## src/rtl/reset_seq_pkg.sv

```systemverilog
// Shared types and default constants for the reset sequencer.
package reset_seq_pkg;

  typedef enum logic [1:0] {
    WAIT_LOCK = 2'd0,
    HOLD      = 2'd1,
    STAGGER   = 2'd2,
    RUN       = 2'd3
  } seq_state_e;

  localparam int unsigned DEF_HOLD_CYCLES     = 32'd1024;
  localparam int unsigned DEF_STAGGER_CYCLES  = 32'd16;
  localparam int unsigned DEF_DEBOUNCE_CYCLES = 32'd65536;

  // Larger of two counts; sizes the shared phase counter.
  function automatic int unsigned max_u(input int unsigned a, input int unsigned b);
    if (a > b) begin
      return a;
    end else begin
      return b;
    end
  endfunction

endpackage

```

## src/rtl/bit_sync.sv

```systemverilog
// Two-flop synchroniser for a single asynchronous control bit.
module bit_sync (
  input  logic clk,
  input  logic reset,
  input  logic d,
  output logic q
);

  logic meta_r;
  logic sync_r;

  // Capture the asynchronous input and give the first stage a cycle to settle.
  always_ff @(posedge clk) begin
    if (reset) begin
      meta_r <= 1'b0;
      sync_r <= 1'b0;
    end else begin
      meta_r <= d;
      sync_r <= meta_r;
    end
  end

  assign q = sync_r;

endmodule

```

## src/rtl/reset_sequencer_chk.sv

```systemverilog
// Invariant checker for the reset sequencer outputs and phase counter.
module reset_sequencer_chk #(
  parameter int unsigned CW       = 32'd4,
  parameter int unsigned CNT_TERM = 32'd7
) (
  input logic          clk,
  input logic          reset,
  input logic          periph_rst,
  input logic          cpu_rst,
  input logic          ready,
  input logic [CW-1:0] cnt
);

  localparam logic [CW-1:0] TERM_C = CW'(CNT_TERM);

  a_cpu_implies_periph: assert property (@(posedge clk) disable iff (reset)
    (!cpu_rst) |-> (!periph_rst));

  a_ready_is_not_cpu_rst: assert property (@(posedge clk) disable iff (reset)
    ready == !cpu_rst);

  a_cnt_bounded: assert property (@(posedge clk) disable iff (reset)
    cnt <= TERM_C);

endmodule

```

## src/rtl/reset_sequencer.sv

```systemverilog
// Power-on reset sequencer: waits for PLL lock, holds peripherals in reset for
// HOLD_CYCLES of stable lock, then releases the CPU STAGGER_CYCLES later.
// Optional feature macro: RESET_SEQ_BTN_DEBOUNCE_EN -- when defined, a
// debounced press of btn restarts the sequence just like a lock loss.
module reset_sequencer
  import reset_seq_pkg::*;
#(
  parameter int unsigned HOLD_CYCLES     = DEF_HOLD_CYCLES,
  parameter int unsigned STAGGER_CYCLES  = DEF_STAGGER_CYCLES,
  parameter int unsigned DEBOUNCE_CYCLES = DEF_DEBOUNCE_CYCLES
) (
  input  logic clk,
  input  logic reset,
  input  logic lock,
  input  logic btn,
  output logic periph_rst,
  output logic cpu_rst,
  output logic ready
);

  localparam int unsigned CNT_MAX = max_u(HOLD_CYCLES, STAGGER_CYCLES);
  localparam int unsigned CW      = $clog2(CNT_MAX) + 32'd1;

  localparam logic [CW-1:0] HOLD_TERM    = CW'(HOLD_CYCLES - 32'd1);
  localparam logic [CW-1:0] STAGGER_TERM = CW'(STAGGER_CYCLES - 32'd1);
  localparam logic [CW-1:0] CNT_ZERO     = {CW{1'b0}};
  localparam logic [CW-1:0] CNT_ONE      = CW'(1'b1);

  seq_state_e    state_r;
  seq_state_e    state_nxt_s;
  logic [CW-1:0] cnt_r;
  logic [CW-1:0] cnt_nxt_s;
  logic          periph_rst_r;
  logic          cpu_rst_r;
  logic          ready_r;
  logic          periph_nxt_s;
  logic          cpu_nxt_s;
  logic          ready_nxt_s;
  logic          lock_s;
  logic          press_s;
  logic          abort_s;

  bit_sync u_lock_sync (
    .clk   (clk),
    .reset (reset),
    .d     (lock),
    .q     (lock_s)
  );

`ifdef RESET_SEQ_BTN_DEBOUNCE_EN
  localparam int unsigned   DW       = $clog2(DEBOUNCE_CYCLES) + 32'd1;
  localparam logic [DW-1:0] DEB_TERM = DW'(DEBOUNCE_CYCLES - 32'd1);
  localparam logic [DW-1:0] DEB_ZERO = {DW{1'b0}};
  localparam logic [DW-1:0] DEB_ONE  = DW'(1'b1);

  logic          btn_s;
  logic [DW-1:0] deb_cnt_r;
  logic          fired_r;

  bit_sync u_btn_sync (
    .clk   (clk),
    .reset (reset),
    .d     (btn),
    .q     (btn_s)
  );

  // A press is the DEBOUNCE_CYCLES-th consecutive high sample; fired_r keeps
  // a long press from restarting the sequence more than once.
  assign press_s = btn_s && (deb_cnt_r == DEB_TERM) && !fired_r;

  // Count consecutive high button samples; any low sample re-arms the press.
  always_ff @(posedge clk) begin
    if (reset) begin
      deb_cnt_r <= DEB_ZERO;
      fired_r   <= 1'b0;
    end else if (!btn_s) begin
      deb_cnt_r <= DEB_ZERO;
      fired_r   <= 1'b0;
    end else begin
      if (deb_cnt_r != DEB_TERM) begin
        deb_cnt_r <= deb_cnt_r + DEB_ONE;
      end
      if (press_s) begin
        fired_r <= 1'b1;
      end
    end
  end
`else
  logic unused_btn_s;
  assign unused_btn_s = btn;
  assign press_s      = 1'b0;
`endif

  // Lock loss and a button press abort the sequence with the same priority.
  assign abort_s = !lock_s || press_s;

  // Next-state and counter logic; abort always wins over terminal count.
  always_comb begin
    state_nxt_s = state_r;
    cnt_nxt_s   = cnt_r;
    case (state_r)
      WAIT_LOCK: begin
        cnt_nxt_s = CNT_ZERO;
        if (lock_s) begin
          state_nxt_s = HOLD;
        end else begin
          state_nxt_s = WAIT_LOCK;
        end
      end
      HOLD: begin
        if (abort_s) begin
          state_nxt_s = WAIT_LOCK;
          cnt_nxt_s   = CNT_ZERO;
        end else if (cnt_r == HOLD_TERM) begin
          state_nxt_s = STAGGER;
          cnt_nxt_s   = CNT_ZERO;
        end else begin
          state_nxt_s = HOLD;
          cnt_nxt_s   = cnt_r + CNT_ONE;
        end
      end
      STAGGER: begin
        if (abort_s) begin
          state_nxt_s = WAIT_LOCK;
          cnt_nxt_s   = CNT_ZERO;
        end else if (cnt_r == STAGGER_TERM) begin
          state_nxt_s = RUN;
          cnt_nxt_s   = CNT_ZERO;
        end else begin
          state_nxt_s = STAGGER;
          cnt_nxt_s   = cnt_r + CNT_ONE;
        end
      end
      RUN: begin
        cnt_nxt_s = CNT_ZERO;
        if (abort_s) begin
          state_nxt_s = WAIT_LOCK;
        end else begin
          state_nxt_s = RUN;
        end
      end
      default: begin
        state_nxt_s = WAIT_LOCK;
        cnt_nxt_s   = CNT_ZERO;
      end
    endcase
  end

  // Outputs are decoded from the next state so they change on the same edge
  // as the state register and remain glitch-free flops.
  assign periph_nxt_s = (state_nxt_s == WAIT_LOCK) || (state_nxt_s == HOLD);
  assign cpu_nxt_s    = (state_nxt_s != RUN);
  assign ready_nxt_s  = (state_nxt_s == RUN);

  // State, counter and registered reset outputs.
  always_ff @(posedge clk) begin
    if (reset) begin
      state_r      <= WAIT_LOCK;
      cnt_r        <= CNT_ZERO;
      periph_rst_r <= 1'b1;
      cpu_rst_r    <= 1'b1;
      ready_r      <= 1'b0;
    end else begin
      state_r      <= state_nxt_s;
      cnt_r        <= cnt_nxt_s;
      periph_rst_r <= periph_nxt_s;
      cpu_rst_r    <= cpu_nxt_s;
      ready_r      <= ready_nxt_s;
    end
  end

  assign periph_rst = periph_rst_r;
  assign cpu_rst    = cpu_rst_r;
  assign ready      = ready_r;

  reset_sequencer_chk #(
    .CW       (CW),
    .CNT_TERM (CNT_MAX - 32'd1)
  ) u_chk (
    .clk        (clk),
    .reset      (reset),
    .periph_rst (periph_rst_r),
    .cpu_rst    (cpu_rst_r),
    .ready      (ready_r),
    .cnt        (cnt_r)
  );

endmodule

```

## config.mk

```make
export PLATFORM = sky130hd
export DESIGN_NAME = reset_sequencer
export DESIGN_NICKNAME = d
export VERILOG_FILES = /design/src/rtl/reset_seq_pkg.sv /design/src/rtl/bit_sync.sv /design/src/rtl/reset_sequencer_chk.sv /design/src/rtl/reset_sequencer.sv
export SDC_FILE = /design/constraint.sdc
export NUM_CORES = 1
export LEC_CHECK = 0
export ABC_CLOCK_PERIOD_IN_PS = 4600
export CAP_MARGIN = 10
export CORE_MARGIN = 3
export CORE_UTILIZATION = 30
export CTS_CLUSTER_SIZE = 30
export DETAILED_ROUTE_END_ITERATION = 10
export SYNTH_ARGS = -nofsm -noshare
export SYNTH_HDL_FRONTEND = slang
export SYNTH_SLANG_ARGS = --single-unit
```

## constraint.sdc

```tcl
create_clock -name clk -period 4.6 [get_ports clk]
set_input_delay 0.46 -clock clk [delete_from_list [all_inputs] [get_ports clk]]
set_output_delay 0.46 -clock clk [all_outputs]
set_load 0.05 [all_outputs]
```

==> impl_metrics.csv, run 1 <==
group,metric,value,unit
synthesis,synth_area_leader_cell,"dfxtp_1",
clock_network,cts_tree,"yes",
routing,wirelength,1.50,mm
job,drv_cap,0,
power_and_ir_drop,p_leak,0.000286,uW
power_and_ir_drop,ir_drop,0.175,mV
clock_network,clockBufferDepth,2,
critical_path,end_kind,"flip-flop",
place,gp_congestion,0.753,
clock_network,cts_buffers,3,
floorplan,core,2340,um2
sta,period_share,0.426,
clock_network,cts_hold_buf,0,
synthesis,yosysTopAreaCellShare,0.457,
synthesis,synth_seq_area_share,0.457,
critical_path,crit_start,"cnt_r[0]$_SDFF_PP0_",
routing,postRouteAntennaNets,0,
synthesis,syn_nets,81,
sta,worst_pin_slew,747,ps
floorplan,die_y,57.3,um
sta,fin_skew,2.84,ps
routing,wire_per_inst,13.6,um
global_routing,grt-ovfl-total,0,
synthesis,yosysMostFrequentCell,"dfxtp_1",
sta,rsz0062_at_grt,"no",
floorplan,die_x,57.3,um
floorplan,die_area,3280,um2
floorplan,io_pins,7,
critical_path,critPathKind,"flip-flop to flip-flop",
synthesis,synth_cells,76,
sta,slew-limit-headroom,0.501,
sta,fmax,510,MHz
clock_network,cts-root-buf,"clkbuf_4",
routing,num_vias,622,
synthesis,synth.avg_cell_area,10.4,um2
global_routing,grt_pass1_wl,2.60,mm
critical_path,worst-path-buf-inv,0,
critical_path,critPathArrivalTime,2090,ps
place,post_dp_cell_area,858,um2
sta,final.setup.tns,0,ps
routing,first_pass_iters,4,
critical_path,worstPathRequired,4730,ps
critical_path,reg2reg_from,"cnt_r[0]$_SDFF_PP0_",
finish,drive_above_1_share,0.0854,
synthesis,synth.area.top_cells,"dfxtp_1 (46%), a221oi_1 (6.7%), or3_1 (4.0%), a211oi_1 (3.8%), o41ai_4 (3.5%)",
global_routing,grt_pass1_vias,587,
critical_path,cp_max_fo,10,
synthesis,syn_area,788,um2
clock_network,path_clk_slew,100,ps
routing,drcViolationCount,0,
critical_path,r2r_setup_slack,2640,ps
global_routing,grt_usage,0.104,
clock_network,clock_latency,280,ps
min_path,worstHoldStart,"u_lock_sync.meta_r$_SDFF_PP0_",
finish,area_growth,11.7,%
min_path,hp-class,"flip-flop to flip-flop",
sta,period_needed,1960,ps
finish,n_antenna_cell,0,
place,io_buffer_count,5,
clock_network,htreeDepth,1,
finish,final_nets,89,
synthesis,synth-async-reset-ratio,0,
floorplan,rows,17,
sta,hold_viol_final,0,
global_routing,grt_max_degree,13,
place,dp.final_hpwl,1.05,mm
synthesis,ys_ff_latch,18,
critical_path,critical_path.top_delay_family,"compound AO/OA/AOI/OAI gates",
floorplan,start_util,0.337,
clock_network,cts_resized,0,
synthesis,synth_edf_count,0,
global_routing,grt_antenna_before_repair,0,
critical_path,critical_path.cell_chain,"ha_1, nand4b_2, o311ai_2, a221oi_1",
outcome,outcome,"completed",
sta,slew_viol_final,0,
clock_network,cts.sinks,18,
synthesis,synthDistinctLibCells,28,
synthesis,yosys_most_used_dff,"dfxtp_1",
finish,fin_area,881,um2
critical_path,critPathSlowestCell,"o311ai_2",
routing,vias_per_cell,5.65,
sta,final-setup-viol-count,0,
power_and_ir_drop,p_per_area,272,nW/um2
routing,drtIter0Drc,16,
synthesis,yosys_warnings,0,
critical_path,slowest_delay,750,ps
synthesis,synth_common_cells,"dfxtp_1 (18), a221oi_1 (6), o21ai_0 (5), or3_1 (5)",
clock_network,cts_setup_buffers,0,
critical_path,startpoint_type,"flip-flop",
[per-layer routing]
layer,part of all wire,routed length [um],global-route usage
met2,0.49,739,0.163
met1,0.46,693,0.127
met5,0,0,0
met4,0.013,20,0.0596
met3,0.029,43,0.0271
[report_power, final]
group / leakage [uW] / internal [uW] / switching, uW
Sequential: 0.000146 / 157 / 0.579
Clock: 0.0000138 / 30.4 / 46.3
Combinational: 0.000127 / 2.73 / 2.63
Total: 0.000286 / 190 / 49.5
[layout by cell type (no fill, tap or decap), types with 3 or more instances in the layout]
cell type / Yosys / routed
or3_1: 5 / 5
a211oi_1: 4 / 4
nand3_1: 3 / 3
o21ai_0: 5 / 5
clkdlybuf4s50_1: 0 / 5
clkbuf_4: 0 / 3
nand2_1: 4 / 4
nor2b_1: 3 / 3
a221oi_1: 6 / 6
dfxtp_1: 18 / 18
inv_1: 4 / 4
[state kept, by name, indices dropped and copies added (netlist names)]
name and flops:
periph_rst 1, ready 1, u_lock_sync.q 1, cpu_rst 1
state_r 2, cnt_r 11, u_lock_sync.meta_r 1
[layout make-up]
| cell class | instances | area (um2) |
|---|---|---|
| clock buffer | 3 | 22.5 |
| fill | 253 | 1460 |
| inverter | 4 | 15.0 |
| multi-input combinational | 52 | 398 |
| sequential | 18 | 360 |
| tap | 28 | 35.0 |
| timing repair buffer | 5 | 50.0 |
[worst reg2reg max path: stages, from the launching register on]
cell      delay [ps]
dfxtp_1          390
ha_1             230
nand4b_2         240
o311ai_2         750
a221oi_1         200
[final timing paths]
check        cells past startpoint                       end
max                              4       cnt_r[7]$_SDFF_PP0_
min                              1  u_lock_sync.q$_SDFF_PP0_
max reg2reg                      4       cnt_r[7]$_SDFF_PP0_
min reg2reg                      1  u_lock_sync.q$_SDFF_PP0_
[stage by stage]
step / worst slack, ps / hold WS [ps] / power, uW / utilization / std cells
after floorplan: 2970 / 414 / 164 / - / 76
after global placement: 2690 / 422 / 166 / 0.367 / 107
after detailed placement: 2640 / 436 / 166 / 0.367 / 107
after CTS: 2620 / 459 / 243 / 0.376 / 110
after global routing: 2510 / 471 / 251 / 0.376 / 110
final: 2640 / 458 / 239 / 0.376 / 110
[cell families (layout without fill, tap and decap cells)]
kind of cell               after synthesis  in the layout  share of synthesized area
and+or+nand+nor                         24             24                      0.194
AOI/OAI and AO/OA                       24             24                      0.262
buffers and inverters                    6             12                     0.0381
adders and majority gates                1              1                     0.0159
xor gates and xnor gates                 3              3                     0.0333
DFF                                     18             18                      0.457
(Power assumes the default switching activity.)
==> run 2, diff against run 1 <==
Settings changed: ABC_CLOCK_PERIOD_IN_PS 4600 to 1900.
Clock period 4.6 ns to 1.9 ns, I/O delays scaled along.
==> impl_metrics.csv, run 2 (same netlist as run 1, synthesis figures left out) <==
group,metric,value,unit
outcome,outcome,"completed",
floorplan,die_x,57.3,um
routing,first_pass_iters,4,
clock_network,path_clk_slew,100,ps
finish,fillers,253,
power_and_ir_drop,ir_drop,0.355,mV
sta,worst_pin_slew,501,ps
clock_network,cts-root-buf,"clkbuf_4",
sta,hold_viol_final,0,
finish,final-instance-count-excl-fill,113,
clock_network,htreeDepth,1,
power_and_ir_drop,power_frac_comb,0.024,
critical_path,r2r_setup_slack,260,ps
sta,period_needed,1640,ps
finish,n_antenna_cell,0,
floorplan,die_area,3280,um2
critical_path,startpoint_type,"flip-flop",
sta,final.setup.tns,0,ps
finish,final_nets,92,
clock_network,cts.sinks,18,
sta,fin_skew,4.63,ps
routing,postRouteAntennaNets,0,
global_routing,grt-busiest-layer,"met2",
floorplan,core,2340,um2
critical_path,cp_max_fo,5,
power_and_ir_drop,p_sw_frac,0.200,
sta,final-setup-viol-count,0,
clock_network,cts_setup_buffers,0,
clock_network,cts_resized,0,
finish,largestRegisters,"cnt_r x11, state_r x2",
critical_path,worstPathRequired,2100,ps
clock_network,cts_buffers,3,
global_routing,grt_pass1_vias,627,
global_routing,grt-ovfl-total,0,
min_path,hp-class,"flip-flop to flip-flop",
power_and_ir_drop,clockPowerShare,0.314,
power_and_ir_drop,p_leak,0.000299,uW
routing,wire_per_inst,13.1,um
sta,slew-limit-headroom,0.665,
finish,largest_reg_flops,11,
global_routing,grt_antenna_before_repair,0,
power_and_ir_drop,seqPwrFrac,0.662,
floorplan,start_util,0.337,
finish,utilization,0.386,
sta,fmax,610,MHz
floorplan,io_pins,7,
finish,final_common_cell,"dfxtp_1",
routing,wirelength,1.49,mm
finish,seqCellArea,360,um2
clock_network,clockBufferDepth,2,
routing,num_vias,630,
routing,drcViolationCount,0,
clock_network,clock_latency,280,ps
critical_path,end_kind,"flip-flop",
floorplan,die_y,57.3,um
place,gp_congestion,0.743,
sta,rsz0062_at_grt,"no",
place,dp.cells,110,
global_routing,grt_max_degree,11,
place,io_buffer_count,5,
global_routing,grt_pass1_wl,2.64,mm
clock_network,cts_hold_buf,0,
finish,drive_above_1_share,0.118,
routing,drtIter0Drc,7,
critical_path,critPathArrivalTime,1840,ps
routing,vias_per_cell,5.58,
critical_path,critPathKind,"flip-flop to flip-flop",
global_routing,grt_usage,0.103,
power_and_ir_drop,p_per_area,637,nW/um2
power_and_ir_drop,p_sw,115,uW
power_and_ir_drop,p_int,460,uW
finish,mostFrequentLayoutCells,"dfxtp_1 (18), a221oi_1 (6), or3_1 (5), o21ai_0 (5), clkdlybuf4s50_1 (5)",
job,drv_cap,0,
place,dp.final_hpwl,1.10,mm
floorplan,rows,17,
global_routing,grt_use_met3,0.0226,
finish,top_register,"cnt_r",
global_routing,use_met2,0.181,
clock_network,cts_tree,"yes",
sta,slew_viol_final,0,
finish,multi_input_area,398,um2
finish,area_growth,14.6,%
sta,period_share,0.863,
global_routing,grt_use_met1,0.118,
## run 2: changes by cell type in the layout (fill, tap and decap cells not counted)
cell   change
buf_4      +3
## run 2: critical path, stage by stage (launching register included)
cell,delay (ps)
dfxtp_1,390
ha_1,240
nand4b_2,220
or3_1,450
a221oi_1,260
## run 2: layout make-up
cell class / count / area share
timing repair buffer: 8 / 0.0803
tap: 28 / 0.0388
sequential: 18 / 0.399
multi-input combinational: 52 / 0.440
clock buffer: 3 / 0.0249
inverter: 4 / 0.0166
## run 2: power groups by stage
stage	Combinational, uW	Sequential, uW	Clock (uW)
global placement	13.7	390	0
detailed placement	14.0	390	0
floorplan	6.72	389	0
CTS	14.0	381	196
global route	15.3	382	207
finish	13.7	381	181
## run 2: path summary, 6_finish.rpt
kind / from / end / depth (start not counted)
worst max-delay path: cnt_r[0]$_SDFF_PP0_ / cnt_r[10]$_SDFF_PP0_ / 4
worst min-delay path: u_lock_sync.meta_r$_SDFF_PP0_ / u_lock_sync.q$_SDFF_PP0_ / 1
worst max register to register: cnt_r[0]$_SDFF_PP0_ / cnt_r[10]$_SDFF_PP0_ / 4
worst min register to register: u_lock_sync.meta_r$_SDFF_PP0_ / u_lock_sync.q$_SDFF_PP0_ / 1
## run 2: through the flow
stage | total power [uW] | hold WS, ps | instance area [um2] | setup WS (ps)
finish | 575 | 451 | 903 | 261
global route | 604 | 469 | 903 | 102
CTS | 591 | 442 | 903 | 243
detailed placement | 404 | 440 | 881 | 262
global placement | 403 | 427 | 881 | 288
floorplan | 396 | 262 | 788 | 269
## run 2: layer usage
layer  part of all wire  wire [um]
met2               0.48        719
met3              0.051         75
met5                  0          0
met4              0.018         27
met1               0.45        663
==> run 3, diff against run 2 <==
Settings changed: PLACE_DENSITY from default to 0.57.
==> impl_metrics.csv, run 3 (same netlist as run 1, synthesis figures left out) <==
group,metric,value,unit
power_and_ir_drop,p_leak,0.000310,uW
floorplan,die_area,3280,um2
clock_network,path_clk_slew,100,ps
power_and_ir_drop,p_total,630,uW
clock_network,cts_hold_buf,0,
routing,num_vias,628,
clock_network,clockBufferDepth,2,
outcome,outcome,"completed",
power_and_ir_drop,ir_drop,0.329,mV
place,dp.final_hpwl,1.16,mm
global_routing,grt-ovfl-total,0,
finish,utilization,0.395,
routing,postRouteAntennaNets,0,
finish,largest_reg_flops,11,
clock_network,cts.sinks,18,
global_routing,grt_usage,0.114,
critical_path,startpoint_type,"flip-flop",
routing,first_pass_iters,2,
sta,slew-limit-headroom,0.672,
critical_path,critPathArrivalTime,1900,ps
finish,final_common_cell,"dfxtp_1",
critical_path,worstPathRequired,2100,ps
place,dp.cells,111,
clock_network,cts_resized,0,
routing,wirelength,1.61,mm
clock_network,cts_buffers,3,
sta,rsz0062_at_grt,"no",
clock_network,cts_tree,"yes",
sta,final.setup.tns,0,ps
global_routing,grt_pass1_vias,624,
place,post_dp_cell_area,888,um2
finish,top_register,"cnt_r",
finish,n_antenna_cell,0,
critical_path,cp_max_fo,8,
global_routing,grt_max_degree,11,
clock_network,clock_latency,290,ps
finish,largestRegisters,"cnt_r x11, state_r x2",
finish,final-instance-count-excl-fill,115,
place,io_buffer_count,5,
routing,wire_per_inst,14.0,um
floorplan,io_pins,7,
critical_path,end_kind,"flip-flop",
sta,fin_skew,3.45,ps
clock_network,htreeDepth,1,
global_routing,grt_antenna_before_repair,0,
sta,slew_viol_final,0,
finish,fin_area,925,um2
finish,area_growth,17.3,%
global_routing,grt_pass1_wl,2.82,mm
finish,drive_above_1_share,0.138,
floorplan,die_x,57.3,um
sta,period_share,0.894,
finish,mostFrequentLayoutCells,"dfxtp_1 (18), a221oi_1 (6), or3_1 (5), o21ai_0 (5), clkdlybuf4s50_1 (5)",
routing,drcViolationCount,0,
sta,hold_viol_final,0,
clock_network,cts-root-buf,"clkbuf_4",
floorplan,start_util,0.337,
floorplan,core,2340,um2
sta,period_needed,1700,ps
sta,fmax,589,MHz
sta,final-setup-viol-count,0,
clock_network,cts_setup_buffers,0,
sta,worst_pin_slew,490,ps
min_path,hp-class,"primary input to flip-flop",
finish,final_nets,93,
job,drv_cap,0,
floorplan,die_y,57.3,um
routing,vias_per_cell,5.46,
place,gp_congestion,0.739,
floorplan,rows,17,
critical_path,critPathKind,"flip-flop to flip-flop",
routing,drtIter0Drc,1,
finish,fillers,249,
power_and_ir_drop,p_per_area,681,nW/um2
run 3: cell types whose count changed in the layout (fill, tap and decap cells not counted), sizes merged:
| cell | delta |
|---|---|
| clkbuf | +1 |
| buf | +1 |
run 3: path summary, 6_finish.rpt:
kind | end | from | slack [ps] | cells after the start
setup reg to reg | cnt_r[9]$_SDFF_PP0_ | cnt_r[5]$_SDFF_PP0_ | 200 | 3
setup / recovery | cnt_r[9]$_SDFF_PP0_ | cnt_r[5]$_SDFF_PP0_ | 200 | 3
hold / removal | u_lock_sync.meta_r$_SDFF_PP0_ | lock | 460 | 2
hold reg to reg | u_lock_sync.q$_SDFF_PP0_ | u_lock_sync.meta_r$_SDFF_PP0_ | 470 | 1
run 3: power by group:
part	switching, uW	total [uW]	internal [uW]	leakage [uW]
registers	1.67	381	380	0.000146
clock network	118	235	117	0.0000210
logic	6.79	14.1	7.26	0.000144
total	126	630	504	0.000310
run 3: area by class of cell:
cell class / instances / area [um2] / share of cell area
Clock buffer: 4 / 36.3 / 0.0392
Inverter: 4 / 15.0 / 0.0162
Multi-Input combinational cell: 52 / 398 / 0.430
Sequential cell: 18 / 360 / 0.390
Tap cell: 28 / 35.0 / 0.0379
Timing Repair Buffer: 9 / 80.1 / 0.0866
run 3: metal layers:
layer,GRT usage,wire length (um)
met5,0,0
met4,0.0629,19
met3,0.0226,37
met2,0.179,770
met1,0.147,784
run 3: critical path, stage by stage, from the launching register on:
cell and delay, ps:
dfxtp_1 430, nand4_1 330, or4_1 570, a221oi_1 270
run 3: stage by stage:
| stage | hold slack (ps) | setup WS [ps] |
|---|---|---|
| 4_1_cts | 460 | 211 |
| 5_1_grt | 454 | 11.7 |
| 3_5_place_dp | 455 | 225 |
| 2_1_floorplan | 262 | 269 |
| 3_3_place_gp | 419 | 283 |
| 6_report | 460 | 201 |
